[src/rtl/irq_pkg.sv]
// Shared types and sizing for the pending-request arbiter and its encoder.
package irq_pkg;

    localparam int IRQ_N     = 8;
    localparam int IRQ_IDX_W = 3;

    typedef enum logic {
        IDLE  = 1'b0,
        OFFER = 1'b1
    } irq_arb_state_t;

endpackage

[src/rtl/irq_pending_arbiter_if.sv]
// Valid/ready grant channel from the arbiter to the interrupt/service logic.
interface irq_pending_arbiter_if
    import irq_pkg::*;
#(
    parameter int IDX_W = IRQ_IDX_W
);

    logic             out_valid;
    logic [IDX_W-1:0] out_idx;
    logic             out_ready;

    modport master (
        output out_valid,
        output out_idx,
        input  out_ready
    );

    modport slave (
        input  out_valid,
        input  out_idx,
        output out_ready
    );

endinterface

[src/rtl/irq_pri_enc.sv]
// Combinational highest-index-wins priority encoder with an any-set flag.
module irq_pri_enc
    import irq_pkg::*;
#(
    parameter int N     = IRQ_N,
    parameter int IDX_W = IRQ_IDX_W
) (
    input  logic [N-1:0]     i_vec,
    output logic [IDX_W-1:0] o_idx,
    output logic             o_any
);

    // Ascending scan so the last (highest) set bit overwrites lower ones.
    always_comb begin
        o_idx = '0;
        for (int i = 0; i < N; i++) begin
            if (i_vec[i]) begin
                o_idx = IDX_W'(i);
            end
        end
    end

    assign o_any = |i_vec;

endmodule

[src/rtl/irq_pending_arbiter.sv]
// Latches request lines into a pending register and delivers one index at a time.
// Define EDGE_EN for rising-edge requests with a sticky overflow flag.
module irq_pending_arbiter
    import irq_pkg::*;
#(
    parameter int N     = IRQ_N,
    parameter int IDX_W = IRQ_IDX_W
) (
    input  logic                  clk,
    input  logic                  rst,
    input  logic [N-1:0]          req,
    irq_pending_arbiter_if.master out_if,
    output logic [N-1:0]          pending,
    output logic                  overflow,
    input  logic                  ovf_clr
);

    generate
        if (IDX_W != $clog2(N)) begin : g_bad_width
            $error("irq_pending_arbiter: IDX_W must equal $clog2(N)");
        end
    endgenerate

    irq_arb_state_t   r_state;
    irq_arb_state_t   w_state_next;
    logic             r_out_valid;
    logic             w_valid_next;
    logic [IDX_W-1:0] r_out_idx;
    logic [IDX_W-1:0] w_idx_next;
    logic [N-1:0]     r_pending;
    logic [N-1:0]     w_set;
    logic [N-1:0]     w_clr;
    logic             w_accept;
    logic [IDX_W-1:0] w_enc_idx;
    logic             w_enc_any;

    irq_pri_enc #(
        .N     (N),
        .IDX_W (IDX_W)
    ) u_pri_enc (
        .i_vec (r_pending),
        .o_idx (w_enc_idx),
        .o_any (w_enc_any)
    );

`ifdef EDGE_EN
    logic [N-1:0] r_req_d;
    logic         r_overflow;
    logic         w_ovf_event;

    // req_d resets low so a request held through reset release counts as an edge.
    always_ff @(posedge clk or posedge rst) begin
        if (rst) begin
            r_req_d <= '0;
        end else begin
            r_req_d <= req;
        end
    end

    assign w_set       = req & ~r_req_d;
    assign w_ovf_event = |(w_set & r_pending & ~w_clr);

    always_ff @(posedge clk or posedge rst) begin
        if (rst) begin
            r_overflow <= 1'b0;
        end else if (w_ovf_event) begin
            r_overflow <= 1'b1;
        end else if (ovf_clr) begin
            r_overflow <= 1'b0;
        end
    end

    assign overflow = r_overflow;
`else
    logic w_unused_ovf_clr;

    assign w_set            = req;
    assign overflow         = 1'b0;
    assign w_unused_ovf_clr = ovf_clr;
`endif

    assign w_accept = r_out_valid && out_if.out_ready;

    always_comb begin
        w_clr = '0;
        if (w_accept) begin
            w_clr[r_out_idx] = 1'b1;
        end
    end

    // Set is OR-ed in after the clear so a re-request during acceptance survives.
    always_ff @(posedge clk or posedge rst) begin
        if (rst) begin
            r_pending <= '0;
        end else begin
            r_pending <= (r_pending & ~w_clr) | w_set;
        end
    end

    always_comb begin
        w_state_next = r_state;
        w_valid_next = r_out_valid;
        w_idx_next   = r_out_idx;
        case (r_state)
            IDLE: begin
                w_valid_next = 1'b0;
                if (w_enc_any) begin
                    w_idx_next   = w_enc_idx;
                    w_valid_next = 1'b1;
                    w_state_next = OFFER;
                end
            end
            OFFER: begin
                w_valid_next = 1'b1;
                if (out_if.out_ready) begin
                    w_valid_next = 1'b0;
                    w_state_next = IDLE;
                end
            end
            default: begin
                w_valid_next = 1'b0;
                w_state_next = IDLE;
            end
        endcase
    end

    always_ff @(posedge clk or posedge rst) begin
        if (rst) begin
            r_state     <= IDLE;
            r_out_valid <= 1'b0;
            r_out_idx   <= '0;
        end else begin
            r_state     <= w_state_next;
            r_out_valid <= w_valid_next;
            r_out_idx   <= w_idx_next;
        end
    end

    assign out_if.out_valid = r_out_valid;
    assign out_if.out_idx   = r_out_idx;
    assign pending          = r_pending;

endmodule

[src/flat_wrapper.sv]
// flat-port wrapper written by rule: the top's interface ports become plain ports
module irq_pending_arbiter_flat import irq_pkg::*;
#(
    parameter int N     = IRQ_N,
    parameter int IDX_W = IRQ_IDX_W
)
  (clk, rst, req, pending, overflow, ovf_clr, out_if_out_valid, out_if_out_idx, out_if_out_ready);
  irq_pending_arbiter_if #(.IDX_W(IDX_W)) out_if_i ();
  input  logic clk;
  input  logic rst;
  input  logic [N-1:0] req;
  output logic [N-1:0] pending;
  output logic overflow;
  input  logic ovf_clr;
  output wire logic [$bits(out_if_i.out_valid)-1:0] out_if_out_valid;
  output wire logic [$bits(out_if_i.out_idx)-1:0] out_if_out_idx;
  input wire logic [$bits(out_if_i.out_ready)-1:0] out_if_out_ready;
  assign out_if_out_valid = out_if_i.out_valid;
  assign out_if_out_idx = out_if_i.out_idx;
  assign out_if_i.out_ready = out_if_out_ready;
  irq_pending_arbiter #(.N(N), .IDX_W(IDX_W)) u_core (.clk(clk), .rst(rst), .req(req), .out_if(out_if_i), .pending(pending), .overflow(overflow), .ovf_clr(ovf_clr));
endmodule
[config.mk]
export PLATFORM = sky130hd
export DESIGN_NAME = irq_pending_arbiter_flat
export DESIGN_NICKNAME = d
export VERILOG_FILES = /design/src/rtl/irq_pkg.sv /design/src/rtl/irq_pending_arbiter_if.sv /design/src/rtl/irq_pri_enc.sv /design/src/rtl/irq_pending_arbiter.sv /design/src/flat_wrapper.sv
export SDC_FILE = /design/constraint.sdc
export NUM_CORES = 1
export LEC_CHECK = 0
export ABC_AREA = 1
export BUFFER_PORTS_ARGS = -buffer_cell sky130_fd_sc_hd__buf_2
export CORE_MARGIN = 2
export CORE_UTILIZATION = 40
export CTS_CLUSTER_DIAMETER = 120
export DETAILED_ROUTE_END_ITERATION = 16
export GPL_TIMING_DRIVEN = 0
export HOLD_SLACK_MARGIN = 0.12
export PLACE_DENSITY = 0.74
export SLEW_MARGIN = 20
export SYNTH_ARGS = -nofsm -noshare
export SYNTH_HDL_FRONTEND = slang
export SYNTH_SLANG_ARGS = --single-unit
[constraint.sdc]
create_clock -name clk -period 1.07 [get_ports clk]
set_input_delay 0.1605 -clock clk [delete_from_list [all_inputs] [get_ports clk]]
set_output_delay 0.1605 -clock clk [all_outputs]
set_load 0.01 [all_outputs]
==> run metrics <==
Post-Synthesis Cells=70; first-pass GRT wire length=2145 um; pwr/cell area=between 2000 and 2500 nW/um2; Worst Path Max Fanout=3; syn_area_per_cell=8.312 um2; routed len/inst=about 12 um; Sum Neg Setup Slack=-0.03594 ns; unique cell type count in the Yosys netlist=17; maxcap violations=0; synth warn=0; status=finished with violations; worst clock skew=0.002339 ns; initial antenna violation count=0; Root Buffer=clkbuf_4; CTS tree=yes; LEAKAGE=0.4500 nW; Fin. Hold Viols=0; GR Util met1=about a fifth; layout cell share with drive strength beyond 1=roughly 37%; final worst path period need=between 1 and 1.5 ns; Syn Nets=82; synthesized area=581.8 um2; H-tree levels=1; Design Area, Final=884.6 um2; Die ar.=1776 um2; PortBufs=22; Inst Count DP=about 110; layout net count=120; most used routing layer=met2; Area growth, synth to finish=52.04%; Setup crit end kind=output pin; DRC Markers=0; global routing usage on met2=26.88%; RePlAce Congestion=0.7313; clock buffer depth=2; register area share after synthesis=51.61%; FMAX=~900 MHz; HPWL Detailed=~940 um; register bit count reported by yosys=12; via-per-instance ratio=~4.7; Initial DRC Count=23; via count=between 500 and 600; Peak supply drop=around 1.3 mV; startpoint types=flip-flop; overall die width=roughly 42 um; Final ANT Viol Nets=0; final worst-path cycle share=103.4%; GRT Util Overall=about 17%; Worst EP required=around 0.9 ns; DRT Wirelength=1409 um; FP Rows=13; worst min-delay path category=primary input to async pin; Final WS setup=-0.03594 ns; I/O Pins=25; Final Setup Violations=1; largest net degree at the start of global routing=13; clock slew at reported path FFs=0.08 ns; vias in the first global route=approximately 530; met3 Use GR=under 10%; Die Ht=between 40 and 50 um; Reg2Reg Setup Slack=about 0.01 ns; core footprint=1334 um2; placed inst area=between 700 and 800 um2; Initial Utilization=43.62%; CTS Sinks=12; failing checks=negative setup slack; largest area contributor in the netlist=dfrtp_1; Yosys top cell area share=between 50% and 60%; worst skew pair latency=0.28 ns; Slew Limit Fails=0; WS Path Type=flip-flop to output pin; unrepaired setup endpoints after global routing=true; Synth area leaders=dfrtp_1 52%, nand2_1 9.7%, o21bai_1 7.7%, inv_1 5.8%, nor2_1 4.5%; Antenna Cells=0; Num CTS Buffers=3; grt total ovfl=0; Finished Layout Cells=between 100 and 150; First-pass DRT Iterations=5; Worst Path Arrival=between 0.9 and 1 ns
report_power, final:
group          total, mW  internal [mW]  switching [mW]
logic              0.788          0.324           0.464
clock network      0.367          0.207           0.160
registers          0.684          0.572           0.111
layout make-up:
type | count | area (um2)
multi-input combinational | 45 | 247.7
timing repair buffer | 33 | 226.5
sequential | 12 | 300.3
tap | 15 | 18.77
clock buffer | 4 | 36.28
buffer | 1 | 7.507
fill | 110 | 449.2
inverter | 12 | 47.55
cells in the mapped netlist, drive strengths merged:
cell type / instances
buf: 1
nor2: 8
o21ai: 5
inv: 12
o211ai: 1
o21bai: 6
dfrtp: 12
nand3: 5
nand2: 18
conb: 1
nand3b: 1
path summary, 6_finish.rpt:
path	cells after the start	to	startpoint
worst min-delay path	3	u_core.pending[6]	rst
worst max-delay path	2	pending[1]	u_core.pending[1]
worst min register to register	2	u_core.pending[0]	u_core.pending[0]
max in group asynchronous	3	u_core.out_if.out_idx[1]	rst
min in group clk	2	u_core.pending[0]	u_core.pending[0]
worst max register to register	5	u_core.r_state	u_core.pending[0]
kinds of logic (layout without fill, tap and decap cells):
family | after synthesis | in the layout | share of synthesized area [%]
buf+inv | 13 | 50 | 9.464
compound gates | 12 | 12 | 13.33
flops | 12 | 12 | 51.61
other cells | 1 | 1 | 0.6445
simple gates | 32 | 32 | 24.95
worst max-delay path: stages (launching register included):
cell,delay [ns]
dfrtp_1,0.41
buf_4,0.15
buf_6,0.11
stage by stage:
step	hold slack, ns	util [%]	power (mW)	setup WS, ns
5_1_grt	0.5044	66.32	1.944	-0.06974
6_report	0.4416	66.32	1.839	-0.03594
3_5_place_dp	0.1971	53.28	1.317	0.03234
4_1_cts	0.4430	63.51	1.729	-0.005619
3_3_place_gp	0.1799	53.28	1.309	0.04557
2_1_floorplan	0.02520	-	1.101	0.09252
layer usage:
metal / routed length (um) / part of all wire (%)
met4: 24 / 1.7
met2: 723 / 51
met1: 593 / 42
met3: 68 / 4.8
met5: 0 / 0
cell usage in the layout (no fill, tap or decap):
cell type | netlist | routed
nor2_2 | 1 | 1
clkbuf_4 | 0 | 3
nand2_1 | 15 | 12
inv_2 | 2 | 2
nand3_2 | 1 | 1
nand3_1 | 4 | 4
inv_1 | 9 | 9
buf_6 | 0 | 1
conb_1 | 1 | 1
buf_4 | 1 | 3
o211ai_1 | 1 | 1
buf_2 | 0 | 20
o21bai_1 | 6 | 6
o21ai_1 | 4 | 3
nand2_4 | 0 | 2
o21ai_0 | 1 | 1
nand2_2 | 3 | 4
dfrtp_1 | 12 | 12
dlygate4sd3_1 | 0 | 10
inv_4 | 1 | 1
nand3b_1 | 1 | 1
nor2_1 | 7 | 7
o21ai_2 | 0 | 1
clkbuf_8 | 0 | 1
state kept, by name, indices dropped and copies added (netlist names):
register               cells
u_core.out_if.out_idx      3
u_core.pending             8
u_core.r_state             1
timing repair:
item	in CTS	in global routing
endpoints found under the hold margin	21	0
cloned	0	0
gates resized for setup	0	7
setup buffers	0	2
setup endpoints to repair	1	5
pin swaps	1	7
hold buffers	10	0
(Power assumes the default switching activity.)
